[src/rtl/alu_operand_sequencer.sv]
// Purpose : collects operand A, operand B and op code F from a shared switch field, one value per
//           debounced enter press, then presents {A,B,F} to the ALU stage.
// Latency : a btn rise is captured 3+DEBOUNCE_CYCLES clk_2 edges later (2-FF sync + debounce + edge detect).
// Backpressure: op_valid and the operands hold until op_ready is seen; enter presses during ISSUE are dropped.
//
// Ports:
//   clk_2      system clock, all state on rising edge
//   reset      asynchronous active-high reset
//   din        data switches, sampled on an accepted enter
//   btn        raw enter button (asynchronous, may bounce)
//   op_ready   ALU stage can accept an operand set
//   op_valid   op_a/op_b/op_f hold a complete set
//   op_a/op_b  operands
//   op_f       op code (00 add, 01 sub, 10 and, 11 or)
//   state_led  one-hot entry stage, 111 while issuing
module alu_operand_sequencer #(
    parameter int NBITS_OP        = 3,
    parameter int NBITS_F         = 2,
    parameter int DEBOUNCE_CYCLES = 2
) (
    input  logic                clk_2,
    input  logic                reset,
    input  logic [NBITS_OP-1:0] din,
    input  logic                btn,
    input  logic                op_ready,
    output logic                op_valid,
    output logic [NBITS_OP-1:0] op_a,
    output logic [NBITS_OP-1:0] op_b,
    output logic [NBITS_F-1:0]  op_f,
    output logic [2:0]          state_led
);

    // Counter only needs to reach DEBOUNCE_CYCLES-1; keep at least one bit.
    localparam int CNT_W = (DEBOUNCE_CYCLES > 1) ? $clog2(DEBOUNCE_CYCLES) : 1;
    localparam logic [CNT_W-1:0] CNT_MAX = CNT_W'(DEBOUNCE_CYCLES - 1);
    localparam logic [CNT_W-1:0] CNT_ONE = CNT_W'(1);

    localparam logic [2:0] LED_GET_A = 3'b001;
    localparam logic [2:0] LED_GET_B = 3'b010;
    localparam logic [2:0] LED_GET_F = 3'b100;
    localparam logic [2:0] LED_ISSUE = 3'b111;

    typedef enum logic [1:0] {
        GET_A = 2'd0,
        GET_B = 2'd1,
        GET_F = 2'd2,
        ISSUE = 2'd3
    } state_t;

    // ------------------------------------------------------------------
    // Button synchroniser: btn is fully asynchronous to clk_2.
    // ------------------------------------------------------------------
    logic btn_meta;
    logic btn_s;

    always_ff @(posedge clk_2 or posedge reset) begin
        if (reset) begin
            btn_meta <= 1'b0;
            btn_s    <= 1'b0;
        end else begin
            btn_meta <= btn;
            btn_s    <= btn_meta;
        end
    end

    // ------------------------------------------------------------------
    // Debounce: a new level must persist DEBOUNCE_CYCLES consecutive edges
    // before 'stable' follows it. Any return to the old level restarts the
    // count, so short pulses and bounces never reach 'stable'.
    // ------------------------------------------------------------------
    logic             stable;
    logic             stable_q;
    logic [CNT_W-1:0] cnt;

    always_ff @(posedge clk_2 or posedge reset) begin
        if (reset) begin
            stable   <= 1'b0;
            stable_q <= 1'b0;
            cnt      <= '0;
        end else begin
            stable_q <= stable;
            if (btn_s != stable) begin
                if (cnt == CNT_MAX) begin
                    stable <= btn_s;
                    cnt    <= '0;
                end else begin
                    cnt <= cnt + CNT_ONE;
                end
            end else begin
                cnt <= '0;
            end
        end
    end

    // One-cycle pulse on the debounced rising edge only; releases are ignored.
    logic enter;
    assign enter = stable & ~stable_q;

    // ------------------------------------------------------------------
    // Entry FSM with registered outputs. Each operand has its own stage, so
    // op_a/op_b cannot move while a set is being offered downstream.
    // ------------------------------------------------------------------
    state_t state;

    always_ff @(posedge clk_2 or posedge reset) begin
        if (reset) begin
            state     <= GET_A;
            op_a      <= '0;
            op_b      <= '0;
            op_f      <= '0;
            op_valid  <= 1'b0;
            state_led <= LED_GET_A;
        end else begin
            case (state)
                GET_A: begin
                    if (enter) begin
                        op_a      <= din;
                        state     <= GET_B;
                        state_led <= LED_GET_B;
                    end
                end
                GET_B: begin
                    if (enter) begin
                        op_b      <= din;
                        state     <= GET_F;
                        state_led <= LED_GET_F;
                    end
                end
                GET_F: begin
                    if (enter) begin
                        // Only the low bits encode an op; the rest of the switches are don't-care.
                        op_f      <= din[NBITS_F-1:0];
                        op_valid  <= 1'b1;
                        state     <= ISSUE;
                        state_led <= LED_ISSUE;
                    end
                end
                ISSUE: begin
                    // enter is deliberately ignored here, including on the handshake edge.
                    if (op_valid && op_ready) begin
                        op_valid  <= 1'b0;
                        state     <= GET_A;
                        state_led <= LED_GET_A;
                    end
                end
                default: begin
                    op_valid  <= 1'b0;
                    state     <= GET_A;
                    state_led <= LED_GET_A;
                end
            endcase
        end
    end

endmodule
[config.mk]
export PLATFORM = sky130hd
export DESIGN_NAME = alu_operand_sequencer
export DESIGN_NICKNAME = d
export VERILOG_FILES = /design/src/rtl/alu_operand_sequencer.sv
export SDC_FILE = /design/constraint.sdc
export NUM_CORES = 1
export LEC_CHECK = 0
export BUFFER_PORTS_ARGS = -buffer_cell sky130_fd_sc_hd__buf_2
export CORE_MARGIN = 2
export CORE_UTILIZATION = 53
export CTS_BUF_LIST = sky130_fd_sc_hd__clkbuf_8
export CTS_CLUSTER_DIAMETER = 100
export DETAILED_ROUTE_END_ITERATION = 10
export PLACE_DENSITY = 0.86
export SYNTH_ARGS = -nofsm -noshare
export SYNTH_HDL_FRONTEND = slang
export SYNTH_SLANG_ARGS = --single-unit
[constraint.sdc]
create_clock -name clk_2 -period 2.2 [get_ports clk_2]
set_input_delay 0.33 -clock clk_2 [delete_from_list [all_inputs] [get_ports clk_2]]
set_output_delay 0.33 -clock clk_2 [all_outputs]
set_load 0.005 [all_outputs]
==> impl_summary.md, run 1 <==
Hold path
In this run the worst hold path is classified as input port to asynchronous set/reset pin.

Timing
For this run, the top clock speed supported by timing is 561 MHz. The setup skew after layout is 0.000525 ns. The max-slew violation count is 0.

The total of endpoints with negative setup slack in the final report is 0. The setup TNS is 0 ns. The headroom to the max-slew limit is 57.1%.

Setup repair after global routing left no endpoint under its margin. For the pin with the worst max-slew slack, the measured transition is 0.643 ns. The clock period could shrink to 1.78 ns. The final hold violation count is 0.

In the finished design, the share of the clock period the worst path needs comes to 81.0%.

Drt
Once detail routing completed, the nets flagged for antenna violations numbered 0. For this run, the detailed router's first-pass iteration total came to 4. Wires add up to 1510 um. In the routed design, unresolved DRC markers number 0. The starting DRC count in detailed routing is 13. The final routed wire length divided by cell count is 15.1 um. For this block, the via count after detailed routing is 557. The via density per instance is 5.57.

Synth
Counting flops and latches in the post-synthesis netlist gives 17. Summing the sequential cell areas from Yosys gives 54.2% of the chip area. The number of different library cells in the post-synthesis netlist is 22. The number of warning messages in the yosys log is 0.

A synthesized cell averages 12.5 sq um. After technology mapping, the gate count stands at 63. The synthesized netlist occupies a cell area of 787 sq um. The total nets after synthesis is 76.

Pwr
The sequential cell fraction of total power is 39.7%. In this run the power spent charging and discharging nets is 0.526 mW. Summed over all cells, the static leakage comes to 0.453 nW.

In this run, the clock network consumes 15.1% of the power. Combinational logic is responsible for 45.2% of the overall power. The share of total power consumed by net switching is 36.0%. In this run the power density over the cells is 1550 nW/um^2. Cell internal power was estimated by the tool at 0.936 mW. The largest voltage drop on the vdd net is 0.835 mV.

Outcome
The flow ran to the end, and the final reports show no timing, DRC or antenna violations.

Final layout
The most common cell after layout, fill and taps aside is buf_2. Across the whole layout, storage elements account for 427 sq um. The proportion of layout cells with a drive suffix above 1 is 37.6%. Leaving out filler cells and counting taps, the final layout contains 100.

The top cell types in the final layout, fill and taps aside, are buf_2, dfrtp_1, mux2_2. The number of nets in the final layout is 99. The number of antenna diodes in the final layout is 0. The area growth from synthesis to layout is 19.6%. In the final layout, the multi-input gates occupy 342 sq um.

Cells fill 69.7% of the core in the end. After filler insertion, the fill cell instance count of the layout stands at 93.

Critical path
The number of cells on the worst reg-to-reg path is 5. In this run the worst path has a maximum fanout of 6. The worst reg2reg path startpoint is state_led[1]. The largest individual stage delay along the critical path comes from the cell dfrtp_1. The signal on the critical path passes through inv_1, ha_1, or2_4, a22o_1, o311a_1.

In this run the worst setup path begins at state_led[1]. The critical path startpoint category is a register. The required arrival time at the worst endpoint is 2.33 ns.

The critical setup path kind is register to register. The largest single stage delay on the critical path is 0.45 ns. Data on the critical path arrives at its endpoint at 1.91 ns. STA classifies the critical path endpoint as a register.

GRT
The first global-routing pass estimated 2690 um of wire. The maximum number of pins on one net before global-route repair is 18. The number of global-route vias before repair was 575. The total global-route track usage is 20.3%. The number of antenna violations at the first check in global routing is 0. Summed over all layers, the global routing overflow is 0.

Clock network
CTS saw 17 sinks. The number of buffers on the longest clock path is 2. For this design, the CTS-stage hold fixing added 0 buffers. The post-CTS resize count is 0. TritonCTS built the clock tree. The worst-skew pair later-pin latency is 0.25 ns. After clock tree synthesis, the clock-pin slew on the worst setup and hold paths is 0.06 ns. In this run the number of H-tree levels came out at 1. The cell at the root of the clock tree is clkbuf_8. The number of setup buffers added after CTS is 0. Buffers inserted during clock tree synthesis total 3.

Placement
In this run, placement finished with an instance count of 96. The final estimated routing congestion in global placement is 0.712. The estimated wirelength of the detail-placed design is 1100 um.

The count of buffers added on input and output ports is 18.

Die
The starting density of the core is 58.3%. The standard cell core area is 1350 sq um. The width of the chip is 42.5 um.

The number of standard-cell rows in the floorplan is 13. For this design the top-level I/O count stands at 19. The die covers 1810 sq um.

The chip height is 42.5 um.

Run
The number of max-cap violations is 0.
critical path: cells and delay by family, from the launching register on:
| kind | cells | cell delay (ns) |
|---|---|---|
| buffers and inverters | 1 | 0.14 |
| AO/OA/AOI/OAI | 2 | 0.58 |
| flip-flops | 1 | 0.45 |
| adder cells (fa/ha/maj) | 1 | 0.24 |
| AND/OR/NAND/NOR | 1 | 0.27 |
power groups by stage:
| stage | clock [mW] | sequential, mW | combinational [mW] |
|---|---|---|---|
| 6_report | 0.221 | 0.580 | 0.661 |
| 5_1_grt | 0.242 | 0.605 | 0.743 |
| 4_1_cts | 0.226 | 0.579 | 0.667 |
| 3_5_place_dp | 0 | 0.581 | 0.663 |
| 3_3_place_gp | 0 | 0.567 | 0.627 |
| 2_1_floorplan | 0 | 0.576 | 0.432 |
state kept, by name, summed over array words and instances (netlist names):
register,count
op_b,3
cnt,1
stable,1
btn_meta,1
op_a,3
op_f,2
op_valid,1
btn_s,1
stable_q,1
state_led,3
cell usage after synthesis:
cell      number  area (sq um)
mux2_2         9           101
dfrtp_1       16           400
a32oi_1        2          17.5
or2_4          1          8.76
and2_1         1          6.26
nand2_1        6          22.5
nor3_1         1          5.00
a211oi_1       2          15.0
o211ai_1       1          7.51
and2b_1        1          7.51
nand3_1        2          10.0
dfstp_2        1          26.3
nand2b_1       2          12.5
a32o_1         1          10.0
xnor2_1        1          8.76
o21ai_0        1          5.00
inv_1          5          18.8
a22o_1         1          8.76
ha_1           6          75.1
nor2b_1        1          6.26
o311a_1        1          10.0
nor2_1         1          3.75
kinds of logic (layout without fill, tap and decap cells):
| logic type | Yosys count | count (layout) | share of synthesized area [%] |
|---|---|---|---|
| AO/OA/AOI/OAI | 9 | 9 | 9.38 |
| XOR/XNOR | 1 | 1 | 1.11 |
| adder cells (fa/ha/maj) | 6 | 6 | 9.54 |
| buffers and inverters | 5 | 27 | 2.38 |
| flip-flops | 17 | 17 | 54.2 |
| multiplexers | 9 | 9 | 12.9 |
| AND/OR/NAND/NOR | 16 | 16 | 10.5 |
final timing paths:
kind / to / slack (ns)
hold / removal: op_f[0] / 0.16
min in group clk_2: btn_meta / 0.19
setup / recovery: state_led[1] / 0.42
max in group asynchronous: state_led[1] / 1.63
setup reg to reg: state_led[1] / 0.42
hold reg to reg: btn_s / 0.35
per-stage QoR:
stage	hold WS [ns]	setup slack, ns	power [mW]	instance area (sq um)
global placement	0.333	0.530	1.19	896
finish	0.160	0.418	1.46	941
global route	0.178	0.335	1.59	941
detailed placement	0.345	0.432	1.24	896
CTS	0.176	0.422	1.47	941
floorplan	0.255	0.557	1.01	787
final cells by class:
class | instances | share of cell area [%]
repair buffers | 18 | 9.57
well taps | 15 | 1.99
multi-input cells | 41 | 36.3
clock buffers | 3 | 4.39
inverters | 5 | 1.99
clock inverters | 1 | 0.399
flip-flops and latches | 17 | 45.3
per-layer routing:
layer | share of wire (%) | vias to the layer above | track usage [%] | routed length [um]
met4 | 1.7 | 0 | 7.50 | 25
met2 | 50 | 17 | 33.5 | 749
met3 | 4.1 | 4 | 3.88 | 62
met1 | 44 | 272 | 26.3 | 668
met5 | 0 | - | 0 | 0
li1 | - | 264 | - | -
Power figures use the tool's default switching activity.
==> inputs of run 2 (changes only) <==
- CORE_UTILIZATION: 53 -> 48
- PLACE_DENSITY: 0.86 -> 0.83
- clock period: 2.2 -> 1.59 ns (I/O delays scaled with it)
==> run 2 against run 1 <==
  * Critical path depth fell by 1
  * Critical path type unchanged
  * Clock power up 38%
  * Hold slack got worse by 0.10 ns
  * Sequential cell count stayed put
  * Critical endpoint unchanged
  * Fmax is 16% higher
  * First-iteration DRC count shrank 7.7%
  * Routed wire length fell by 1.9%
  * Cell area grew 3.7%
  * Clock skew up 0.0013 ns
  * Non-clock buffer count up 4
  * Core utilization fell by 5.7 points
  * Power increased by 44%
  * Largest power group unchanged
==> impl_summary.md, run 2 (synthesized netlist as in run 1, its figures left out) <==
Drt
The remaining number of nets flagged by the antenna check after routing is 0 (unchanged). The via density per instance is 5.58 (+0.20%). The number of design rule violations left after detail routing is 0 (unchanged).

The via count is 586 (+5.2%). The starting DRC count in detailed routing is 12 (-1). The final routed wire length divided by cell count is 14.1 um (-6.6%). The aggregate routed wire length was 1480 um (-1.9%). The number of iterations in the first detailed-routing pass is 4 (unchanged).

Timing
The max-slew violation count is 0 (unchanged). Setup repair after global routing could not meet its margin everywhere. The transition time at the pin with the least slew margin is 0.621 ns (-0.0227 ns). The final hold violation count is 0 (unchanged).

The highest clock rate is 653 MHz (+16%). The setup skew after layout was 0.00184 ns (+0.00131 ns). The ratio of final minimum period to clock period is 96.3% (+15 points).

The headroom to the max-slew limit is 58.6% (+1.5 points). The setup TNS is 0 ns (unchanged). The clock period minus worst slack is 1.53 ns (-0.251 ns). The total of endpoints with negative setup slack in the final report is 0 (unchanged).

Clock network
The number of levels in the clock H-tree is 1 (unchanged). The number of buffers on the longest clock path is 2 (unchanged). The TritonCTS clock tree is yes. The cell at the root of the clock tree is clkbuf_8. The sink count of the clock tree was 17 (unchanged).

The number of buffers created by CTS was 3 (unchanged). The hold buffer count at cts was 0 (unchanged). The clock transition at the registers of the reported paths is 0.06 ns (about the same). The post-CTS resize count is 0 (unchanged).

The worst-skew pair later-pin latency is 0.25 ns (about the same).

Critical path
In this run the critical register-to-register path is launched from state_led[1]. The worst reg-to-reg setup slack is 0.06 ns (-0.36 ns). Traced cell by cell, the critical path runs through ha_1, or2_4, a22o_1, o311a_1. The critical path arrival came to 1.66 ns (-0.25 ns). The critical path startpoint category is a register. The maximum fanout count along the critical path came to 4 (-2). The most critical setup path has its endpoint at state_led[1].

The required arrival time at the worst endpoint is 1.72 ns (-0.61 ns). The endpoint identified for the worst register-to-register timing path is state_led[1]. The slowest library cell on the worst path is dfrtp_1.

The biggest cell delay along the critical path is 0.41 ns (-0.04 ns). The worst setup path is of the register to register kind. The number of cell instances on the worst register-to-register path came to 4 (-1). Tracing the worst setup path back leads to its startpoint at state_led[1].

The endpoint kind of the worst setup timing path is a register.

GRT
The number of antenna violations at the first check in global routing came to 0 (unchanged). The number of global-route vias before repair is 593 (+3.1%). The global routing met1 resource utilization is 22.8% (-3.5 points). The wire length of the first global-routing pass is 2530 um (-5.9%). The total grt overflow is 0 (unchanged).

The met3 layer usage reported by global route is 3.67% (-0.21 points). The layer carrying the most global-route usage is met2. The total global-route track usage came to 18.2% (-2.1 points). The met2 usage was 28.7% (-4.8 points). The maximum number of pins on one net before global-route repair is 18 (unchanged).

Die
The width of the chip was 44.5 um (+4.6%). The number of standard-cell rows in the floorplan is 14 (+1). The standard cell core area was 1520 sq um (+13%). The chip height is 44.5 um (+4.6%). The area of the die is 1980 sq um (+9.4%). The starting density of the core is 51.6% (-6.7 points). The I/O pin total is 19 (unchanged).

Final layout
The fill cell instance count of the final layout is 117 (+26%). The filler-free cell count of the finished design is 105 (+5.0%). The number of nets in the final layout is 103 (+4.0%). Leaving out fill and tap cells, the most frequent cell in the layout is buf_2. In the final layout, the registers with the most flip-flops are op_a x3, op_b x3, state_led x3. The number of diodes added for antenna fixing is 0 (unchanged). Relative to the synthesized area, the layout overhead comes to 24.0%. The post-layout utilization of the core is 64.0% (-5.7 points). The proportion of layout cells with a drive suffix above 1 is 43.8% (+6.2 points). The post-route cell area is 976 sq um (+3.7%). Leaving out fill and tap cells, the most frequent cells in the layout are buf_2, dfrtp_1, mux2_2.

Pwr
The leakage power figure is 0.469 nW (+3.4%). The total power per unit cell area came to 2160 nW/um^2 (+39%). The total power draw is 2.11 mW (+44%). The largest voltage drop on the vdd net is 1.14 mV (+36%).

Placement
The placed cell count is 101 (+5.2%). The final estimated routing congestion in global placement is 0.854 (+20%). The instance area after placement is 931 sq um (+3.9%). The count of input and output buffers came to 18 (unchanged).

The estimated wirelength of the detail-placed design is 1140 um (+3.4%).

Hold path
The min-delay analysis places its worst path in the category input port to asynchronous set/reset pin.

Outcome
The flow ran to the end, and the final reports show no timing, DRC or antenna violations.

Run
The number of max-cap violations came to 0 (unchanged).
run 2: worst min-delay path by stage:
stage	depth (start not counted)	to	from
floorplan	1	btn_meta	reset
detailed placement	2	btn_meta	reset
CTS	2	btn_meta	reset
global placement	0	btn_s	btn_meta
global route	1	btn_meta	btn
finish	2	op_a[0]	reset
run 2: final cells by class:
class	count	area [sq um]	area share, %
clock buffer	3	41.3	4.23
timing repair buffer	22	120	12.3
multi-input combinational	41	344	35.3
sequential	17	428	43.8
inverter	5	18.8	1.92
clock inverter	1	3.75	0.385
tap	16	20.0	2.05
run 2: critical path, delay by kind of cell (launching register included):
kind | cells | cell delay (ns)
AOI/OAI and AO/OA | 2 | 0.54
adders and majority gates | 1 | 0.23
DFF | 1 | 0.41
and+or+nand+nor | 1 | 0.24
run 2: layer usage:
layer / wire [um] / vias to the layer above
li1: - / 275
met1: 638 / 282
met2: 700 / 26
met3: 106 / 3
met4: 30 / 0
met5: 0 / -
run 2: where the power goes:
group	switching [mW]	internal, mW	leakage [nW]
Combinational	0.489	0.544	0.245
Sequential	0.116	0.651	0.197
Clock	0.134	0.171	0.0269
run 2: repair_timing:
action,CTS,global route
endpoints found under the setup margin,0,1
setup buffers,0,0
hold endpoints to repair,0,0
run 2: metrics by stage:
step                setup slack, ns  hold WS [ns]
CTS                          0.0569        0.0742
detailed placement           0.0692         0.339
global route                -0.0179        0.0872
floorplan                    0.0220         0.164
global placement              0.111         0.333
finish                       0.0591        0.0579
